--- config.mk ---
export PLATFORM = sky130hd
export DESIGN_NAME = tm1638_frame_ctrl
export DESIGN_NICKNAME = d
export VERILOG_FILES = /design/src/rtl/tm1638_pkg.sv /design/src/rtl/seg7_encode.sv /design/src/rtl/tm1638_frame_ctrl.sv
export SDC_FILE = /design/constraint.sdc
export NUM_CORES = 1
export LEC_CHECK = 0
export CAP_MARGIN = 15
export CELL_PAD_IN_SITES_DETAIL_PLACEMENT = 1
export CELL_PAD_IN_SITES_GLOBAL_PLACEMENT = 1
export CORE_MARGIN = 2
export CORE_UTILIZATION = 45
export DETAILED_ROUTE_END_ITERATION = 7
export DONT_BUFFER_PORTS = 1
export PLACE_DENSITY_LB_ADDON = 0.15
export SLEW_MARGIN = 20
export SYNTH_ARGS = -nofsm -noshare
export SYNTH_HDL_FRONTEND = slang
export SYNTH_HIERARCHICAL = 1
export SYNTH_SLANG_ARGS = --single-unit
--- constraint.sdc ---
create_clock -name clk -period 5.65 [get_ports clk]
set_input_delay 0.8475 -clock clk [delete_from_list [all_inputs] [get_ports clk]]
set_output_delay 0.8475 -clock clk [all_outputs]
set_load 0.05 [all_outputs]
--- src/rtl/tm1638_pkg.sv ---
// tm1638_pkg: TM1638 command bytes and frame FSM states.
package tm1638_pkg;
  localparam logic [7:0] CMD_MODE_AUTO = 8'h40;
  localparam logic [7:0] CMD_ADDR0 = 8'hC0;
  localparam logic [4:0] CMD_DISP_ON = 5'b10001;
  typedef enum logic [2:0] {IDLE, CMD_MODE, CMD_ADDR, DATA, CMD_DISP} state_e;
endpackage

--- src/rtl/seg7_encode.sv ---
// seg7_encode: hex digit to seven-segment pattern, bit order gfedcba.
module seg7_encode (
  input  logic [3:0] code_i,
  output logic [7:0] seg_o
);
  always_comb begin
    seg_o = 8'h00;
    case (code_i)
      4'h0: seg_o = 8'h3F;
      4'h1: seg_o = 8'h06;
      4'h2: seg_o = 8'h5B;
      4'h3: seg_o = 8'h4F;
      4'h4: seg_o = 8'h66;
      4'h5: seg_o = 8'h6D;
      4'h6: seg_o = 8'h7D;
      4'h7: seg_o = 8'h07;
      4'h8: seg_o = 8'h7F;
      4'h9: seg_o = 8'h6F;
      4'hA: seg_o = 8'h77;
      4'hB: seg_o = 8'h7C;
      4'hC: seg_o = 8'h39;
      4'hD: seg_o = 8'h5E;
      4'hE: seg_o = 8'h79;
      default: seg_o = 8'h71;
    endcase
  end
endmodule

--- src/rtl/tm1638_frame_ctrl.sv ---
// tm1638_frame_ctrl: sequences one TM1638 display frame as 19 handshaked command/data bytes.
module tm1638_frame_ctrl
  import tm1638_pkg::*;
#(
  parameter logic [2:0] BRIGHT = 3'd7,
  parameter logic AUTO_REFRESH = 1'b0
) (
  input  logic       clk,
  input  logic       rst,
  input  logic       refresh,
  input  logic [3:0] seg0,
  input  logic [3:0] seg1,
  input  logic [3:0] seg2,
  input  logic [3:0] seg3,
  input  logic [3:0] seg4,
  input  logic [3:0] seg5,
  input  logic [3:0] seg6,
  input  logic [3:0] seg7,
  input  logic [7:0] led,
  output logic [7:0] tx_byte,
  output logic       tx_valid,
  output logic       tx_last,
  input  logic       tx_ready,
  output logic       busy,
  output logic       frame_done
);
  state_e state_q, state_d;
  logic [3:0] idx_q, idx_d;
  logic [31:0] seg_q;
  logic [7:0] led_q;
  logic done_q, accept, start;
  logic [7:0] enc;
  assign tx_valid = state_q != IDLE;
  assign busy = tx_valid;
  assign frame_done = done_q;
  assign accept = tx_valid & tx_ready;
  // a finishing frame can retrigger itself; a coincident refresh merges into the same start
  assign start = state_q == IDLE && (refresh || (AUTO_REFRESH && done_q));
  seg7_encode u_enc (.code_i(seg_q[{idx_q[3:1], 2'b00} +: 4]), .seg_o(enc));
  always_comb begin
    state_d = state_q;
    idx_d = idx_q;
    tx_byte = 8'h00;
    tx_last = 1'b0;
    case (state_q)
      IDLE: state_d = start ? CMD_MODE : IDLE;
      CMD_MODE: begin
        tx_byte = CMD_MODE_AUTO;
        tx_last = 1'b1;
        state_d = accept ? CMD_ADDR : CMD_MODE;
      end
      CMD_ADDR: begin
        tx_byte = CMD_ADDR0;
        state_d = accept ? DATA : CMD_ADDR;
        idx_d = accept ? 4'd0 : idx_q;
      end
      DATA: begin
        tx_byte = idx_q[0] ? {7'd0, led_q[idx_q[3:1]]} : enc;
        tx_last = idx_q == 4'd15;
        state_d = (accept && tx_last) ? CMD_DISP : DATA;
        idx_d = (accept && !tx_last) ? idx_q + 4'd1 : idx_q;
      end
      CMD_DISP: begin
        tx_byte = {CMD_DISP_ON, BRIGHT};
        tx_last = 1'b1;
        state_d = accept ? IDLE : CMD_DISP;
      end
      default: state_d = IDLE;
    endcase
  end
  always_ff @(posedge clk) begin
    if (rst) begin
      state_q <= IDLE;
      idx_q <= 4'd0;
      seg_q <= 32'd0;
      led_q <= 8'd0;
      done_q <= 1'b0;
    end else begin
      state_q <= state_d;
      idx_q <= idx_d;
      done_q <= state_q == CMD_DISP && accept;
      if (start) begin
        seg_q <= {seg7, seg6, seg5, seg4, seg3, seg2, seg1, seg0};
        led_q <= led;
      end
    end
  end
endmodule

==> flow_metrics.env <==
export IMPL_slowest_stage="dfxtp_1"
export IMPL_hold_end="seg_q[29]"
export IMPL_core_area_mm2=0.00554
export IMPL_num_antenna_cells=0
export IMPL_critical_path_buf_inv_count=0
export IMPL_p_leak_nw=0.922
export IMPL_slowest_delay_ns=0.81
export IMPL_postCtsSetupBuffers=0
export IMPL_layout_drive_gt1_share=0.108
export IMPL_cts_hold_buf=0
export IMPL_numPortBuffers=0
export IMPL_cts_buffers=5
export IMPL_syn_to_final_growth_pct=1.35
export IMPL_path_cells="mux4_2 > mux2_4 > ha_1 > mux2_2 > a21oi_1 > a21oi_1 > nor3_2"
export IMPL_grt_max_degree=49
export IMPL_hold_path_class="reg2reg"
export IMPL_rr_worst_depth=4
export IMPL_cts_root_buffer_cell="clkbuf_8"
export IMPL_skew_ns=0.00574
export IMPL_clockBufferDepth=2
export IMPL_ir_drop_mv=0.121
export IMPL_syn_num_nets=360
export IMPL_stdcell_area_mm2=0.00263
export IMPL_final_setup_viol_count=0
export IMPL_synthCells=308
export IMPL_clk_insertion_delay_late_ns=0.29
export IMPL_grt_pass1_vias=1977
export IMPL_dpl_hpwl_mm=4.05
export IMPL_viasPerCell=5.59
export IMPL_dr_wl_met3_um=220
export IMPL_ios=56
export IMPL_rsz0062_at_grt="no"
export IMPL_worstMarginPinSlew_ns=0.965
export IMPL_synth_seq_cells=48
export IMPL_p_per_area_mw_per_mm2=271
export IMPL_rows=27
export IMPL_nNetsFinal=340
export IMPL_maxCapViolCount=0
export IMPL_fmax_mhz=234
export IMPL_fill_cells=681
export IMPL_wl_per_cell_um=16.0
export IMPL_hold_start="seg_q[29]"
export IMPL_groute_usage_overall=0.190
export IMPL_fin_crit_ns=4.27
export IMPL_setup_tns_ns=0
export IMPL_gp_congestion=0.815
export IMPL_drtIter0Drc=64
export IMPL_ant_nets=0
export IMPL_path_class="reg2out"
export IMPL_grt_overflow_total=0
export IMPL_r2r_end="state_q[2]"
export IMPL_antenna_found_initial=0
export IMPL_tritoncts="built"
export IMPL_fin_crit_sh=0.756
export IMPL_synth_ff_type="dfxtp_1"
export IMPL_start_util=0.469
export IMPL_final_util=0.475
export IMPL_r2r_slack_ns=3.71
export IMPL_async_flop_share=0
export IMPL_wl_met2_mm=2.65
export IMPL_crit_path_end_kind="primary output"
export IMPL_cts_resized=0
export IMPL_multi_input_area_mm2=0.00145
export IMPL_yosys_warnings=6
export IMPL_critPathArrivalTime_ns=3.43
export IMPL_synth_edf_count=0
export IMPL_path_common_cell="a21oi_1"
export IMPL_dieWidth_um=80.0
export IMPL_wl_met1_mm=2.83
export IMPL_holdPathStages=2
export IMPL_fp_dieH_um=80.0
export IMPL_yosysUniqueCellTypes=46
export IMPL_path_clk_slew_ns=0.08
export IMPL_pre_cts_slack_ns=1.67
export IMPL_cts_htree_levels=2
export IMPL_cp_max_fo=15
export IMPL_top_layer_used="met4"
export IMPL_clkSinkCount=48
export IMPL_status="finished, final reports clean"
export IMPL_dpl_instance_area_mm2=0.00254
export IMPL_required_ns=4.80
export IMPL_final_hold_violation_count=0
export IMPL_grt_pass1_wl_mm=9.54
export IMPL_remaining_drc_errors=0
export IMPL_cp_top_family="multiplexers"
export IMPL_seqCellArea_um2=961
export IMPL_r2r_start="idx_q[1]"
export IMPL_slew_limit_headroom=0.355
export IMPL_wirelength_mm=5.77
export IMPL_die_area_mm2=0.00640
export IMPL_dr_pass1_iters=4
export IMPL_avgSynthCellArea_um2=8.44
export IMPL_syn_area_mm2=0.00260
export IMPL_ys_seq_area_frac=0.370
export IMPL_setup_slack_ns=1.38
export IMPL_dr_total_vias=2011
export IMPL_crit_path_start_kind="register"
export IMPL_whs_ns=0.453
export IMPL_startpoint="idx_q[1]"
export IMPL_maxSlewViolCount=0
## synthesized netlist by cell type, types with 4 or more instances
cell type	instances	area share
nand2_1	93	0.13
mux4_2	9	0.078
nand2b_1	5	0.012
buf_6	6	0.026
ha_1	8	0.039
inv_1	6	0.0087
buf_2	12	0.023
o21ai_0	4	0.0077
a21oi_1	49	0.094
nand3_1	4	0.0077
dfxtp_1	48	0.37
clkbuf_1	8	0.012
nor2_1	4	0.0058
mux2_4	4	0.023
## layout by cell type, fill, tap and decap left out, types with 5 or more instances in the layout
| master | count |
|---|---|
| nand2_1 | 93 |
| a21oi_1 | 49 |
| dfxtp_1 | 48 |
| mux4_2 | 9 |
| ha_1 | 8 |
| clkbuf_8 | 7 |
| inv_1 | 6 |
| nand2b_1 | 5 |
## routing by layer
layer / vias up / track usage
met2: 37 / 0.305
met3: 4 / 0.0328
met4: 0 / 0.0559
met5: - / 0
met1: 962 / 0.262
li1: 1008 / -
## worst max-delay path by stage
stage                     cells after the start          to  slack (ns)
after global routing                          7  tx_byte[6]        1.14
after CTS                                     7  tx_byte[6]        1.33
after floorplan                               9  tx_byte[6]        1.70
after detailed placement                      7  tx_byte[6]        1.67
after global placement                        7  tx_byte[6]        1.74
final                                         7  tx_byte[6]        1.38
## power breakdown
part           total, mW  internal, mW  switching [mW]
logic              0.120        0.0429          0.0770
clock network      0.216         0.109           0.107
registers          0.377         0.360          0.0174
## tightest hold or removal path, delay by kind of cell, from the launching register on
kind,cells,cell delay [ns]
AND/OR/NAND/NOR,1,0.05
flip-flops,1,0.32
AO/OA/AOI/OAI,1,0.05
## registers in the layout, summed over array words and instances (netlist names)
register    count
seg_q          32
led_q           8
idx_q           4
state_q         3
frame_done      1
## stage by stage
stage,std cells,power (mW)
floorplan,308,0.496
global placement,353,0.504
detailed placement,353,0.507
CTS,360,0.723
global route,360,0.754
finish,360,0.713
## layout make-up
| cell class | count | area share |
|---|---|---|
| multi-input cells | 224 | 0.549 |
| flip-flops and latches | 48 | 0.365 |
| clock buffers | 7 | 0.0366 |
| well taps | 72 | 0.0342 |
| inverters | 7 | 0.00998 |
| repair buffers | 2 | 0.00570 |
## cells by family (layout without fill, tap and decap cells)
group                      count (synthesis)  in the layout  synth area share
and+or+nand+nor                          128            128             0.224
AOI/OAI and AO/OA                         66             66             0.143
DFF                                       48             48             0.370
buffers and inverters                     36             16            0.0823
muxes                                     21             21             0.141
adders and majority gates                  8              8            0.0385
other                                      1              1           0.00144
(Power assumes the default switching activity.)
